===== src/rtl/axilite_master_bridge.sv =====
// axilite_master_bridge: single-outstanding AXI4-Lite master fed by a level-held
// mstr_* register request port; sticky resp/timeout flags; optional error log.
// Ports: ACLK/ARESETN, mstr_* request/completion, AXI4-Lite AW/W/B/AR/R master,
// resp_err/to_err/clear_errors, err_addr/err_cnt.
// Optional error log: define AXILITE_BRIDGE_ERR_LOG_EN to enable it.
module axilite_master_bridge #(
  parameter int ADDR_W = 44,
  parameter int DATA_W = 32,
  parameter int TO_CYCLES = 10000,
  parameter logic [2:0] PROT = 3'b000,
  parameter logic [DATA_W-1:0] RD_TO_DATA =
    {(DATA_W/32){32'hDEAD_C0DE}}
) (
  input  logic                ACLK,
  input  logic                ARESETN,
  input  logic [ADDR_W-1:0]   mstr_addr,
  input  logic [DATA_W-1:0]   mstr_wr_data,
  input  logic [DATA_W/8-1:0] mstr_wr_byte_en,
  input  logic                mstr_wr_en,
  input  logic                mstr_rd_en,
  output logic                mstr_wr_rdy,
  output logic                mstr_rd_rdy,
  output logic [DATA_W-1:0]   mstr_rd_data,
  output logic                busy,
  output logic [ADDR_W-1:0]   AWADDR,
  output logic [2:0]          AWPROT,
  output logic                AWVALID,
  input  logic                AWREADY,
  output logic [DATA_W-1:0]   WDATA,
  output logic [DATA_W/8-1:0] WSTRB,
  output logic                WVALID,
  input  logic                WREADY,
  input  logic [1:0]          BRESP,
  input  logic                BVALID,
  output logic                BREADY,
  output logic [ADDR_W-1:0]   ARADDR,
  output logic [2:0]          ARPROT,
  output logic                ARVALID,
  input  logic                ARREADY,
  input  logic [DATA_W-1:0]   RDATA,
  input  logic [1:0]          RRESP,
  input  logic                RVALID,
  output logic                RREADY,
  output logic [1:0]          resp_err,
  output logic                to_err,
  input  logic                clear_errors,
  output logic [ADDR_W-1:0]   err_addr,
  output logic [15:0]         err_cnt
);

  localparam int SW = DATA_W / 8;
  localparam int CW =
    (TO_CYCLES < 2) ? 1 : $clog2(TO_CYCLES + 1);
  localparam logic [CW-1:0] TO_LOAD = CW'(TO_CYCLES);
  localparam bit TO_EN = (TO_CYCLES != 0);

  typedef enum logic [2:0] {
    S_IDLE,
    S_WADDR,
    S_WRESP,
    S_RADDR,
    S_RDATA,
    S_DONE
  } state_t;

  state_t state, state_d;

  logic [CW-1:0]     cnt, cnt_d;
  logic              is_wr, is_wr_d;
  logic [ADDR_W-1:0] awaddr_d, araddr_d;
  logic [2:0]        awprot_d, arprot_d;
  logic              awvalid_d, wvalid_d;
  logic              bready_d;
  logic              arvalid_d, rready_d;
  logic [DATA_W-1:0] wdata_d;
  logic [SW-1:0]     wstrb_d;
  logic              wr_rdy_d, rd_rdy_d;
  logic [DATA_W-1:0] rd_data_d;
  logic [1:0]        resp_err_d;
  logic              to_err_d;

  logic              to_hit;
  logic              rsp_ld;
  logic [1:0]        rsp_val;
  logic              to_set;
  logic              aw_ok, w_ok;

  assign busy = (state != S_IDLE);

  // to_hit marks the edge on which the counter reaches 0
  assign to_hit = TO_EN && (cnt == CW'(1));

  always_comb begin
    state_d    = state;
    cnt_d      = cnt;
    is_wr_d    = is_wr;
    awaddr_d   = AWADDR;
    awprot_d   = AWPROT;
    awvalid_d  = AWVALID;
    wdata_d    = WDATA;
    wstrb_d    = WSTRB;
    wvalid_d   = WVALID;
    bready_d   = BREADY;
    araddr_d   = ARADDR;
    arprot_d   = ARPROT;
    arvalid_d  = ARVALID;
    rready_d   = RREADY;
    wr_rdy_d   = mstr_wr_rdy;
    rd_rdy_d   = mstr_rd_rdy;
    rd_data_d  = mstr_rd_data;
    rsp_ld     = 1'b0;
    rsp_val    = 2'b00;
    to_set     = 1'b0;
    aw_ok      = 1'b0;
    w_ok       = 1'b0;

    if (state == S_IDLE) begin
      cnt_d = TO_LOAD;
    end else if (state != S_DONE && TO_EN) begin
      cnt_d = cnt - CW'(1);
    end

    unique case (state)
      S_IDLE: begin
        if (mstr_wr_en) begin
          awaddr_d  = mstr_addr;
          awprot_d  = PROT;
          wdata_d   = mstr_wr_data;
          wstrb_d   = mstr_wr_byte_en;
          awvalid_d = 1'b1;
          wvalid_d  = 1'b1;
          is_wr_d   = 1'b1;
          state_d   = S_WADDR;
        end else if (mstr_rd_en) begin
          araddr_d  = mstr_addr;
          arprot_d  = PROT;
          arvalid_d = 1'b1;
          is_wr_d   = 1'b0;
          state_d   = S_RADDR;
        end
      end
      S_WADDR: begin
        if (to_hit) begin
          awvalid_d = 1'b0;
          wvalid_d  = 1'b0;
          wr_rdy_d  = 1'b1;
          to_set    = 1'b1;
          state_d   = S_DONE;
        end else begin
          // AW and W complete independently, in any order
          aw_ok = !AWVALID || AWREADY;
          w_ok  = !WVALID || WREADY;
          if (AWVALID && AWREADY) awvalid_d = 1'b0;
          if (WVALID && WREADY)   wvalid_d  = 1'b0;
          if (aw_ok && w_ok) begin
            bready_d = 1'b1;
            state_d  = S_WRESP;
          end
        end
      end
      S_WRESP: begin
        // a response arriving on the final cycle still counts
        if (BVALID) begin
          bready_d = 1'b0;
          wr_rdy_d = 1'b1;
          rsp_ld   = (BRESP != 2'b00);
          rsp_val  = BRESP;
          state_d  = S_DONE;
        end else if (to_hit) begin
          bready_d = 1'b0;
          wr_rdy_d = 1'b1;
          to_set   = 1'b1;
          state_d  = S_DONE;
        end
      end
      S_RADDR: begin
        if (to_hit) begin
          arvalid_d = 1'b0;
          rd_rdy_d  = 1'b1;
          rd_data_d = RD_TO_DATA;
          to_set    = 1'b1;
          state_d   = S_DONE;
        end else if (ARREADY) begin
          arvalid_d = 1'b0;
          rready_d  = 1'b1;
          state_d   = S_RDATA;
        end
      end
      S_RDATA: begin
        if (RVALID) begin
          rready_d  = 1'b0;
          rd_data_d = RDATA;
          rd_rdy_d  = 1'b1;
          rsp_ld    = (RRESP != 2'b00);
          rsp_val   = RRESP;
          state_d   = S_DONE;
        end else if (to_hit) begin
          rready_d  = 1'b0;
          rd_data_d = RD_TO_DATA;
          rd_rdy_d  = 1'b1;
          to_set    = 1'b1;
          state_d   = S_DONE;
        end
      end
      S_DONE: begin
        if (is_wr ? !mstr_wr_en : !mstr_rd_en) begin
          wr_rdy_d = 1'b0;
          rd_rdy_d = 1'b0;
          state_d  = S_IDLE;
        end
      end
      default: state_d = S_IDLE;
    endcase

    // a same-cycle error update overrides the clear
    resp_err_d = clear_errors ? 2'b00 : resp_err;
    if (rsp_ld) resp_err_d = rsp_val;
    to_err_d = clear_errors ? 1'b0 : to_err;
    if (to_set) to_err_d = 1'b1;
  end

  always_ff @(posedge ACLK or negedge ARESETN) begin
    if (!ARESETN) begin
      state <= S_IDLE;
    end else begin
      state <= state_d;
    end
  end

  always_ff @(posedge ACLK or negedge ARESETN) begin
    if (!ARESETN) begin
      cnt          <= TO_LOAD;
      is_wr        <= 1'b0;
      AWADDR       <= '0;
      AWPROT       <= '0;
      AWVALID      <= 1'b0;
      WDATA        <= '0;
      WSTRB        <= '0;
      WVALID       <= 1'b0;
      BREADY       <= 1'b0;
      ARADDR       <= '0;
      ARPROT       <= '0;
      ARVALID      <= 1'b0;
      RREADY       <= 1'b0;
      mstr_wr_rdy  <= 1'b0;
      mstr_rd_rdy  <= 1'b0;
      mstr_rd_data <= '0;
      resp_err     <= 2'b00;
      to_err       <= 1'b0;
    end else begin
      cnt          <= cnt_d;
      is_wr        <= is_wr_d;
      AWADDR       <= awaddr_d;
      AWPROT       <= awprot_d;
      AWVALID      <= awvalid_d;
      WDATA        <= wdata_d;
      WSTRB        <= wstrb_d;
      WVALID       <= wvalid_d;
      BREADY       <= bready_d;
      ARADDR       <= araddr_d;
      ARPROT       <= arprot_d;
      ARVALID      <= arvalid_d;
      RREADY       <= rready_d;
      mstr_wr_rdy  <= wr_rdy_d;
      mstr_rd_rdy  <= rd_rdy_d;
      mstr_rd_data <= rd_data_d;
      resp_err     <= resp_err_d;
      to_err       <= to_err_d;
    end
  end

`ifdef AXILITE_BRIDGE_ERR_LOG_EN
  logic err_ev;

  assign err_ev = rsp_ld || to_set;

  always_ff @(posedge ACLK or negedge ARESETN) begin
    if (!ARESETN) begin
      err_addr <= '0;
      err_cnt  <= '0;
    end else if (err_ev) begin
      err_addr <= is_wr ? AWADDR : ARADDR;
      if (clear_errors) begin
        err_cnt <= 16'd1;
      end else if (err_cnt != 16'hFFFF) begin
        err_cnt <= err_cnt + 16'd1;
      end
    end else if (clear_errors) begin
      err_addr <= '0;
      err_cnt  <= '0;
    end
  end
`else
  assign err_addr = '0;
  assign err_cnt  = '0;
`endif

endmodule

===== config.mk =====
export PLATFORM = sky130hd
export DESIGN_NAME = axilite_master_bridge
export DESIGN_NICKNAME = d
export VERILOG_FILES = /design/src/rtl/axilite_master_bridge.sv
export SDC_FILE = /design/constraint.sdc
export NUM_CORES = 1
export LEC_CHECK = 0
export ABC_AREA = 1
export CAP_MARGIN = 20
export CELL_PAD_IN_SITES_DETAIL_PLACEMENT = 0
export CELL_PAD_IN_SITES_GLOBAL_PLACEMENT = 2
export CORE_MARGIN = 1
export CORE_UTILIZATION = 24
export CTS_BUF_LIST = sky130_fd_sc_hd__clkbuf_4
export DETAILED_ROUTE_END_ITERATION = 8
export PLACE_DENSITY = 0.83
export SYNTH_ARGS = -nofsm -noshare
export SYNTH_HDL_FRONTEND = slang
export SYNTH_SLANG_ARGS = --single-unit

===== constraint.sdc =====
create_clock -name ACLK -period 2.2 [get_ports ACLK]
set_clock_uncertainty 0.2 [all_clocks]
set_input_delay 0.33 -clock ACLK [delete_from_list [all_inputs] [get_ports ACLK]]
set_output_delay 0.33 -clock ACLK [all_outputs]
set_load 0.005 [all_outputs]

== Word level (Yosys, flattened, before mapping) ==
Cells that the tools add are included.
Word-level totals
  ROM bits: 0
  word-level logic and storage cells: 137
  memories kept: 0
  latch bits: 0
  RAM bits: 0
  register bits: 184
Operators by class
  order comparisons: 0
  muxes and demuxes: 61
  $mul: 0
  reduce and logical (&&, ||, !) cells: 35
  $add $sub $neg: 1
  divide/modulo/power cells: 0
  equal/unequal tests: 22
  bitwise operators: 1
  shift-type cells: 0
Operator list (number)
  32-bit 2-to-1 mux: 2
  32-bit case mux with 2 select lines: 1
  1-bit 2-to-1 mux: 31
  3-bit 2-to-1 mux: 10
  14-bit 2-to-1 mux: 2
  3-bit != test (second input constant): 8
  2-bit nonzero test: 10
  3-bit case mux with 6 select lines: 1
  2-bit != test (second input constant): 8
  4-bit AND reduction: 4
  14-bit by 1-bit equality test with 1-bit output (second input constant): 1
  14-bit by 1-bit subtractor with 14-bit output (second input constant): 1
  1-bit case mux with 2 select lines: 6
  1-bit case mux with 3 select lines: 3
  3-bit AND reduction: 3
  3-bit nonzero test: 3
  2-bit 2-to-1 mux: 4
  2-bit AND reduction: 4
  3-bit by 2-bit equality test with 1-bit output (second input constant): 2
  3-bit equality test (second input constant): 2
  1-bit logical NOT: 4
  2-bit case mux with 2 select lines: 1
  3-bit by 1-bit equality test with 1-bit output (second input constant): 1
  1-bit logical AND: 3
  4 further kinds: 5

== Longest topological paths before layout ==
Gate-level depths: netlist (run 1).
  word-level depth: 6
  depth in mapped cells: 10
  mapped depth without buffers: 10

== Worst setup path after synthesis (run 1) ==
Ideal clock, no wire load.
  kind: register to register
  from: register cnt[1]
  to: register mstr_rd_data[0]
  path buffers: 1
  stages on the path, launching flop included: 11
  arrival time: 1.451 ns
  path slack: 0.433 ns
  setup time: 0.116 ns
  cells stage by stage: dfrtp_1 -> inv_1 -> ha_1 -> nand3_1 -> nor2_1 -> nand2_1 -> a21oi_2 -> inv_1 -> buf_2 -> nand2_1 -> nand2_1
On the way
  word-level cells in the longest chain between the ends: 4
Ends and longest elaborated chain
  from (decl): line 68  | logic [CW-1:0] cnt, cnt_d;
  from (signal assigned): line 251  | cnt <= cnt_d;
  14-bit by 1-bit equality test with 1-bit output *: line 91  | assign to_hit = TO_EN && (cnt == CW'(1));
  32-bit 2-to-1 mux *
  32-bit 2-to-1 mux
  32-bit case mux with 2 select lines *
  to (signal assigned): line 266  | mstr_rd_data <= rd_data_d;
  to (decl): line 23  | output logic [DATA_W-1:0] mstr_rd_data,
Every way passes the cells marked *; elsewhere a longest branch is shown, timed or not.
A chain may end at the register's enable or synchronous reset.

== Final worst setup path (run 1) ==
  from: register AWADDR[21]
  to: output port AWADDR[21]
RTL lines
  from (decl): line 25  | output logic [ADDR_W-1:0] AWADDR,
  from (signal assigned): line 253  | AWADDR <= awaddr_d;
No word-level cell between the ends.

==> run_results.csv, run 1 <==
group,metric,value,unit
run_status,status,"finished clean",
setup_path,ff2ff_path_depth,9,
setup_path,cp_data_required_time,1.67,ns
place,gp_congestion,0.784,
power,p_total,14.4,mW
detailed_routing,dr.first_iter.drc_count,199,
detailed_routing,final_antenna_net_count,0,
timing,fmax,483,MHz
global_routing,grt_first_pass_wirelength,35.5,mm
setup_path,worstPathArrival,1.54,ns
setup_path,worst-path-stages,1,
timing,min_period_over_period,0.940,
finish,utilization,0.377,
detailed_routing,viasPerCell,3.91,
hold_path,holdPathStages,3,
global_routing,antenna_found_initial,2,
global_routing,grt_pass1_vias,6573,
timing,worst_slack,0.131,ns
setup_path,critPathMaxFanout,2,
clock_network,clk_pin_slew_worst_paths,0.16,ns
setup_path,worst_path_largest_cell_delay,0.52,ns
power,irDropWorstVdd,0.543,mV
timing,hold_viol_final,0,
floorplan,io_pins,359,
timing,tightest_slew,0.671,ns
floorplan,start_util,0.247,
place,portBuffers,292,
place,post-place-ws,0.148,ns
floorplan,die_w,183,um
setup_path,end_kind,"output port",
clock_network,cts_sinks,184,
global_routing,grt_max_degree,58,
detailed_routing,drcViolationCount,0,
logic_synthesis,synth_cells,832,
clock_network,cts_tree,"done",
detailed_routing,vias,6400,
setup_path,path_class,"reg -> out",
finish,area_growth,52.5,%
run,maxCapViolations,0,
setup_path,cp_top_family,"buffers and inverters",
logic_synthesis,syn_avg_cell_area,9.46,sq um
logic_synthesis,synth-seq-cells,184,
logic_synthesis,yosysWarnings,0,
timing,holdWs,0.0837,ns
finish,drive_gt1_frac,0.0992,
logic_synthesis,synth.distinct_cells,31,
place,dp.cells,1552,
timing,rsz0062_at_grt,"true",
global_routing,gr-usage-all-layers,0.138,
setup_path,crit_path_start_kind,"register",
logic_synthesis,postSynth.asyncResetShare,1.00,
finish,fin_nets,1314,
logic_synthesis,synth_top_area_frac,0.569,
logic_synthesis,syn_area,0.00787,sq mm
logic_synthesis,yosys-top-cells-area,"dfrtp_1 57%, nand2_1 8.8%, buf_4 6.7%, o21ai_0 6.7%, mux2_2 5.1%",
floorplan,die_h,183,um
logic_synthesis,synth_seq_area_share,0.586,
timing,period_minus_slack,2.07,ns
timing,setup_viol,0,
place,post-dp-hpwl,16.4,mm
setup_path,crit_chain,"clkdlybuf4s50_1",
setup_path,crit_buf_inv,1,
floorplan,row_count,65,
floorplan,core_area,0.0319,sq mm
timing,slew-limit-headroom,0.551,
hold_path,hold_path.class,"in -> reg",
power,powerDensity,1200,mW/mm^2
clock_network,clk_path_buf_depth,2,
power,p_leak,5.69,nW
clock_network,cts_made_buffers,17,
floorplan,die-area,0.0335,sq mm
clock_network,htreeDepth,4,
detailed_routing,wl_per_cell,13.9,um
clock_network,clk_latency,0.60,ns
detailed_routing,wl,22.7,mm
setup_path,cp_slowest_cell,"clkdlybuf4s50_1",
logic_synthesis,synth_edf_count,0,
logic_synthesis,synth_area_leader_cell,"dfrtp_1",
global_routing,grt.overflow.total,0,
logic_synthesis,ys.flop_type,"dfrtp_1",
finish,fin_cells,1635,
timing,slew_viol_final,0,
clock_network,root_buffer,"clkbuf_4",
detailed_routing,first_pass_iters,4,
==> per-layer routing <==
layer,global-route usage,vias up,share of wire
li1,-,3186,-
met3,0.0552,17,0.086
met4,0.0460,2,0.012
met1,0.159,2988,0.42
met2,0.231,207,0.48
met5,0,-,0.00040
==> placed cells by master, fill, tap and decap left out, types with 3 or more instances in the layout <==
cell,instances
a21oi_1,11
nand3_1,21
clkbuf_4,18
inv_1,85
nand2_1,184
o21ai_1,4
conb_1,66
o21ai_0,105
buf_4,21
dfstp_2,5
clkinvlp_4,3
clkdlybuf4s50_1,281
nor2_2,3
buf_12,8
inv_6,4
mux2_2,36
dlygate4sd3_1,44
nor2_1,81
dfrtp_1,177
dlymetal6s2s_1,7
==> cells in the mapped netlist (2+ instances only) <==
| library cell | number |
|---|---|
| nand2_1 | 184 |
| dfrtp_1 | 179 |
| o21ai_0 | 105 |
| inv_1 | 85 |
| nor2_1 | 81 |
| buf_4 | 70 |
| mux2_2 | 36 |
| nand3_1 | 21 |
| clkbuf_1 | 15 |
| a21oi_1 | 11 |
| buf_2 | 8 |
| dfstp_2 | 5 |
| nor2_2 | 4 |
| o21ai_1 | 4 |
| nand2_2 | 3 |
| a22oi_1 | 2 |
| ha_1 | 2 |
| inv_2 | 2 |
| nand4_1 | 2 |
| o22ai_1 | 2 |
==> power by group <==
group	switching [mW]	internal [mW]
combinational	2.70	3.89
clock	1.28	0.696
sequential	0.864	4.95
total	4.85	9.54
==> repair_timing <==
| item | 4_1_cts | 5_1_grt |
|---|---|---|
| setup buffers | 3 | 2 |
| endpoints found under the setup margin | 3 | 20 |
| endpoints found under the hold margin | 236 | 0 |
| gates resized for setup | 7 | 8 |
| hold buffers | 45 | 0 |
==> path summary, 6_finish.rpt <==
check / endpoint / start / slack (ns)
worst min register to register: mstr_rd_data[24] / mstr_rd_data[24] / 0.29
min in group asynchronous: mstr_rd_data[26] / ARESETN / 0.20
max in group asynchronous: state[1] / ARESETN / 0.45
worst min-delay path: mstr_rd_data[3] / RDATA[3] / 0.08
worst max-delay path: AWADDR[21] / AWADDR[21] / 0.13
worst max register to register: mstr_rd_data[9] / cnt[1] / 0.20
==> per-stage QoR <==
| step | setup TNS, ns | cell area (sq um) |
|---|---|---|
| floorplan | 0 | 8120 |
| global placement | 0 | 11200 |
| detailed placement | 0 | 11200 |
| CTS | 0 | 12000 |
| global route | -0.140 | 12000 |
| finish | 0 | 12000 |
==> registers in the layout, indices dropped and copies added (netlist names) <==
signal,count
ARADDR,44
ARVALID,1
AWADDR,44
AWVALID,1
BREADY,1
RREADY,1
WDATA,32
WSTRB,4
WVALID,1
cnt,14
is_wr,1
mstr_rd_data,32
mstr_rd_rdy,1
mstr_wr_rdy,1
resp_err,2
state,3
to_err,1
==> area by class of cell <==
class	instances	area [sq um]
well taps	435	544
fillers	3287	19900
clock inverters	14	149
inverters	87	327
clock buffers	18	135
repair buffers	365	3690
multi-input cells	531	2540
flip-flops and latches	184	4610
diodes	1	2.50
==> cells by family after synthesis <==
kind of cell	after synthesis	share of synthesized area
AND/OR/NAND/NOR	300	0.152
flip-flops	184	0.586
buffers and inverters	182	0.124
AO/OA/AOI/OAI	127	0.0826
multiplexers	36	0.0515
adder cells (fa/ha/maj)	2	0.00318
other	1	0.000476
==> worst min-delay path: cells and delay by family <==
family        cells  cell delay, ns
buf+inv           1            0.40
simple gates      2            0.15
(Power assumes the default switching activity.)
==> run 2: changes to the inputs <==
CORE_MARGIN = 2   (was 1)
==> run 2 against run 1 <==
Against the previous run:
- final cell count up 2.0%
- die area up 2.2%
- global-route usage shrank 0.30 points
- worst hold slack better by 0.011 ns
- maximum frequency rose by 0.23%
- worst setup slack gained 0.0048 ns
- first-iteration DRC count rose by 14%
- flip-flop and latch count is the same
==> run_results.csv, run 2 (synthesis gave the netlist of run 1 again) <==
group,metric,value,unit
timing,hold_viol_final,0,
floorplan,io_pins,359,
clock_network,htreeDepth,4,
place,portBuffers,292,
place,gp_congestion,0.775,
setup_path,r2r_end,"mstr_rd_data[6]",
global_routing,grt_pass1_vias,6622,
finish,top_regs,"ARADDR x44, AWADDR x44",
clock_network,clk_pin_slew_worst_paths,0.17,ns
finish,fin_nets,1338,
setup_path,crit_buf_inv,1,
timing,fmax,485,MHz
setup_path,cp_data_required_time,1.67,ns
setup_path,end_kind,"output port",
floorplan,die-area,0.0343,sq mm
global_routing,grt.overflow.total,0,
clock_network,root_buffer,"clkbuf_4",
floorplan,die_w,185,um
power,p_leak,6.20,nW
setup_path,crit_chain,"clkdlybuf4s50_1",
hold_path,min_to,"ARADDR[9]",
global_routing,gr-usage-all-layers,0.135,
detailed_routing,dr.first_iter.drc_count,226,
detailed_routing,drcViolationCount,0,
finish,multi_input_comb_area,0.00254,sq mm
setup_path,worst_path_largest_cell_delay,0.54,ns
timing,setup_viol,0,
clock_network,cts_sinks,184,
clock_network,cts_made_buffers,17,
setup_path,cp_top_family,"buffers and inverters",
finish,drive_gt1_frac,0.111,
hold_path,hold_path.class,"in -> reg",
detailed_routing,final_antenna_net_count,0,
finish,ff_latch_area,0.00461,sq mm
global_routing,antenna_found_initial,2,
clock_network,cts_tree,"done",
hold_path,holdPathStages,3,
setup_path,cp_slowest_cell,"clkdlybuf4s50_1",
detailed_routing,viasPerCell,3.91,
finish,fin_cells,1667,
run_status,status,"finished clean",
place,dp.cells,1559,
timing,tightest_slew,0.510,ns
setup_path,critPathMaxFanout,2,
finish,area_growth,55.6,%
clock_network,clk_latency,0.62,ns
setup_path,path_class,"reg -> out",
timing,period_minus_slack,2.06,ns
floorplan,core_area,0.0325,sq mm
place,post-dp-hpwl,16.5,mm
finish,final_cell_area,0.0123,sq mm
power,irDropWorstVdd,0.554,mV
global_routing,grt_max_degree,60,
floorplan,row_count,66,
finish,final_cell_mix,"243 x clkdlybuf4s50_1, 184 x nand2_1, 177 x dfrtp_1, 105 x o21ai_0, 84 x inv_1",
place,placed_area,0.0112,sq mm
hold_path,hp-start,"mstr_addr[9]",
power,powerDensity,1180,mW/mm^2
timing,slew_viol_final,0,
detailed_routing,first_pass_iters,4,
finish,utilization,0.378,
finish,final_common_cell,"clkdlybuf4s50_1",
detailed_routing,wl,22.6,mm
setup_path,crit_path_start_kind,"register",
global_routing,grt_first_pass_wirelength,35.5,mm
timing,min_period_over_period,0.938,
setup_path,ff2ff_path_depth,9,
detailed_routing,vias,6522,
floorplan,die_h,185,um
setup_path,worstPathArrival,1.53,ns
detailed_routing,wl_per_cell,13.6,um
setup_path,r2r_slack,0.19,ns
timing,rsz0062_at_grt,"true",
clock_network,clk_path_buf_depth,2,
setup_path,r2r-start,"cnt[1]",
timing,slew-limit-headroom,0.660,
finish,fill_cells,3303,
timing,finalSetupTns,0,ns
floorplan,start_util,0.243,
run,maxCapViolations,0,
[run 2: cell types whose count changed in the layout (fill, tap and decap cells not counted)]
cell / before / now
clkdlybuf4s50_1: 281 / 243
dlymetal6s2s_1: 7 / 42
buf_4: 21 / 40
dlygate4sd3_1: 44 / 52
buf_12: 8 / 5
dlygate4sd2_1: 2 / 5
inv_6: 4 / 6
bufinv_16: 2 / 1
clkbuf_4: 18 / 17
clkinvlp_4: 3 / 2
diode_2: 1 / 2
inv_1: 85 / 84
inv_2: 2 / 3
inv_8: 0 / 1
[run 2: final cells by class]
cell class | instances | share of cell area
sequential | 184 | 0.377
tap | 442 | 0.0451
antenna | 2 | 0.000408
timing repair buffer | 389 | 0.322
clock buffer | 17 | 0.0104
inverter | 87 | 0.0267
clock inverter | 15 | 0.0114
multi-input combinational | 531 | 0.208
[run 2: power by group]
part           internal, mW  switching [mW]  total [mW]
logic                  3.96            2.75        6.71
clock network         0.585            1.30        1.88
registers              4.95           0.853        5.81
total                  9.50            4.90        14.4
[run 2: worst max path at each step]
| stage | start | to | slack [ns] | cells past startpoint |
|---|---|---|---|---|
| floorplan | cnt[1] | mstr_rd_data[0] | 0.43 | 10 |
| global placement | mstr_wr_en | state[0] | 0.21 | 10 |
| detailed placement | mstr_wr_en | state[0] | 0.17 | 10 |
| CTS | ARADDR[34] | ARADDR[34] | 0.002 | 1 |
| global route | cnt[1] | mstr_rd_data[13] | -0.004 | 9 |
| finish | AWADDR[42] | AWADDR[42] | 0.14 | 1 |
[run 2: metrics by stage]
stage | worst slack (ns) | hold slack [ns] | power, mW
floorplan | 0.433 | -0.166 | 8.36
global placement | 0.215 | 0.160 | 12.4
detailed placement | 0.169 | 0.153 | 12.5
CTS | 0.00240 | 0.000189 | 14.6
global route | -0.00354 | 0.0145 | 15.7
finish | 0.136 | 0.0949 | 14.4
[run 2: routing by layer]
layer  vias up  GRT usage  share of wire
li1       3242          -              -
met1      3035      0.159           0.42
met2       228      0.224           0.48
met3        17     0.0566          0.080
met4         0     0.0387          0.015
met5         -          0              0
[run 2: what timing repair did]
action | in CTS | in global routing
hold buffers | 51 | 1
endpoints found under the setup margin | 7 | 55
gates resized for setup | 10 | 44
buffers inserted | 4 | 18
endpoints found under the hold margin | 255 | 1
==> run 3: changes to the inputs <==
CORE_UTILIZATION = 37   (was 24)
DONT_BUFFER_PORTS = 1   (was not set)
==> run 3 against run 2 <==
Against the previous run:
- the run now ends with hold timing left
- sequential power grew 9.8%
- maximum frequency decreased by 2.1%
- die area down 34%
- critical path depth grew 7
- first-iteration DRC count shrank 4.9%
- core utilization is 8.2 points higher
- critical path type is now reg -> reg
- critical endpoint is now resp_err[0]
- largest power group is now sequential cells
- highest routed layer unchanged
==> run_results.csv, run 3 (synthesis gave the netlist of run 1 again) <==
group,metric,value,unit
run_status,status,"complete, but fails checks",
run_status,violations,"hold timing",
power,intPower,6.91,mW
finish,final_cell_area,0.00963,sq mm
power,powerDensity,1170,mW/mm^2
setup_path,path_class,"reg -> reg",
global_routing,grt.overflow.total,0,
power,seqPwrFrac,0.564,
timing,hold_viol_final,184,
timing,min_period_over_period,0.958,
timing,slew_viol_final,0,
global_routing,grt_first_pass_wirelength,29.7,mm
floorplan,die-area,0.0225,sq mm
finish,utilization,0.460,
timing,fmax,474,MHz
clock_network,clk_latency,0.55,ns
place,gp_congestion,0.800,
place,post-place-ws,0.210,ns
setup_path,critPathLaunch,"state[1]",
finish,final_cell_mix,"183 x nand2_1, 178 x dfrtp_1, 140 x dlygate4sd3_1, 105 x o21ai_0, 84 x inv_1",
floorplan,core_area,0.0210,sq mm
setup_path,end_kind,"register",
detailed_routing,drcViolationCount,0,
finish,drive_gt1_frac,0.0997,
detailed_routing,wl_per_cell,15.7,um
setup_path,cp_data_required_time,2.46,ns
floorplan,io_pins,359,
floorplan,start_util,0.376,
finish,fin_cells,1260,
finish,final_common_cell,"nand2_1",
setup_path,r2r-start,"state[1]",
finish,top_regs,"ARADDR x44, AWADDR x44",
floorplan,row_count,53,
timing,holdWs,-0.750,ns
detailed_routing,first_pass_iters,4,
detailed_routing,dr.first_iter.drc_count,215,
place,post-dp-hpwl,13.1,mm
finish,area_growth,22.3,%
timing,worst_slack,0.0920,ns
global_routing,grt_pass1_vias,5565,
clock_network,cts_tree,"done",
detailed_routing,viasPerCell,4.50,
clock_network,holdBufCountCts,140,
place,dp.cells,1086,
timing,period_minus_slack,2.11,ns
clock_network,root_buffer,"clkbuf_4",
setup_path,critPathMaxFanout,15,
power,p_switching,4.40,mW
detailed_routing,vias,5672,
power,irDropWorstVdd,0.602,mV
global_routing,gr-usage-all-layers,0.170,
power,combPwrFrac,0.279,
power,p_leak,4.74,nW
clock_network,cts_sinks,184,
place,portBuffers,0,
finish,fin_nets,1099,
clock_network,cts_made_buffers,17,
detailed_routing,final_antenna_net_count,0,
power,p_total,11.3,mW
clock_network,clk_path_buf_depth,2,
run,maxCapViolations,0,
power,p_sw_frac,0.389,
global_routing,grt_max_degree,185,
clock_network,clk_pin_slew_worst_paths,0.16,ns
clock_network,htreeDepth,4,
timing,setup_viol,0,
setup_path,crit_path_start_kind,"register",
floorplan,die_h,150,um
power,pwr-share-clk,0.157,
floorplan,die_w,150,um
setup_path,worstPathArrival,2.37,ns
hold_path,hold_path.class,"in -> async",
global_routing,antenna_found_initial,1,
place,placed_area,0.00793,sq mm
setup_path,ff2ff_path_depth,8,
timing,finalSetupTns,0,ns
detailed_routing,wl,19.8,mm
-- run 3: final timing paths --
path / slack [ns] / end
worst min register to register: 0.29 / cnt[13]
min in group ACLK: 0.23 / WSTRB[1]
worst min-delay path: -0.75 / cnt[6]
worst max register to register: 0.09 / resp_err[0]
worst max-delay path: 0.09 / resp_err[0]
max in group asynchronous: 2.14 / to_err
-- run 3: power groups by stage --
stage               registers (mW)  clock network, mW  logic [mW]
finish                        6.38               1.78        3.15
global route                  6.60               2.00        3.66
CTS                           6.41               1.88        3.13
detailed placement            6.46                  0        2.88
global placement              6.49                  0        2.77
floorplan                     5.94                  0        2.42
-- run 3: critical path, stage by stage (launching register included) --
cell and delay, ns:
dfrtp_2 0.48, nor2_4 0.14, nand2_2 0.10, nor2_4 0.13, buf_8 0.17, a22oi_1 0.09, dlygate4sd3_1 0.59, nand3_1 0.08
nand2_1 0.05
-- run 3: final cells by class --
type | instances | area (sq um)
fillers | 2009 | 11300
flip-flops and latches | 184 | 4610
multi-input cells | 531 | 2540
repair buffers | 150 | 1530
well taps | 275 | 344
inverters | 87 | 332
clock inverters | 14 | 135
clock buffers | 17 | 128
diodes | 2 | 5.00
-- run 3: what timing repair did --
action                                 CTS  global route
resized for setup                        0             9
setup buffers                            0             1
setup endpoints to repair                0             6
endpoints found under the hold margin  354           184
-- run 3: layer usage --
layer / GRT usage / wire length, um
met2: 0.283 / 9700
met5: 0 / 0
met1: 0.205 / 8000
met3: 0.0671 / 1860
met4: 0.0476 / 190
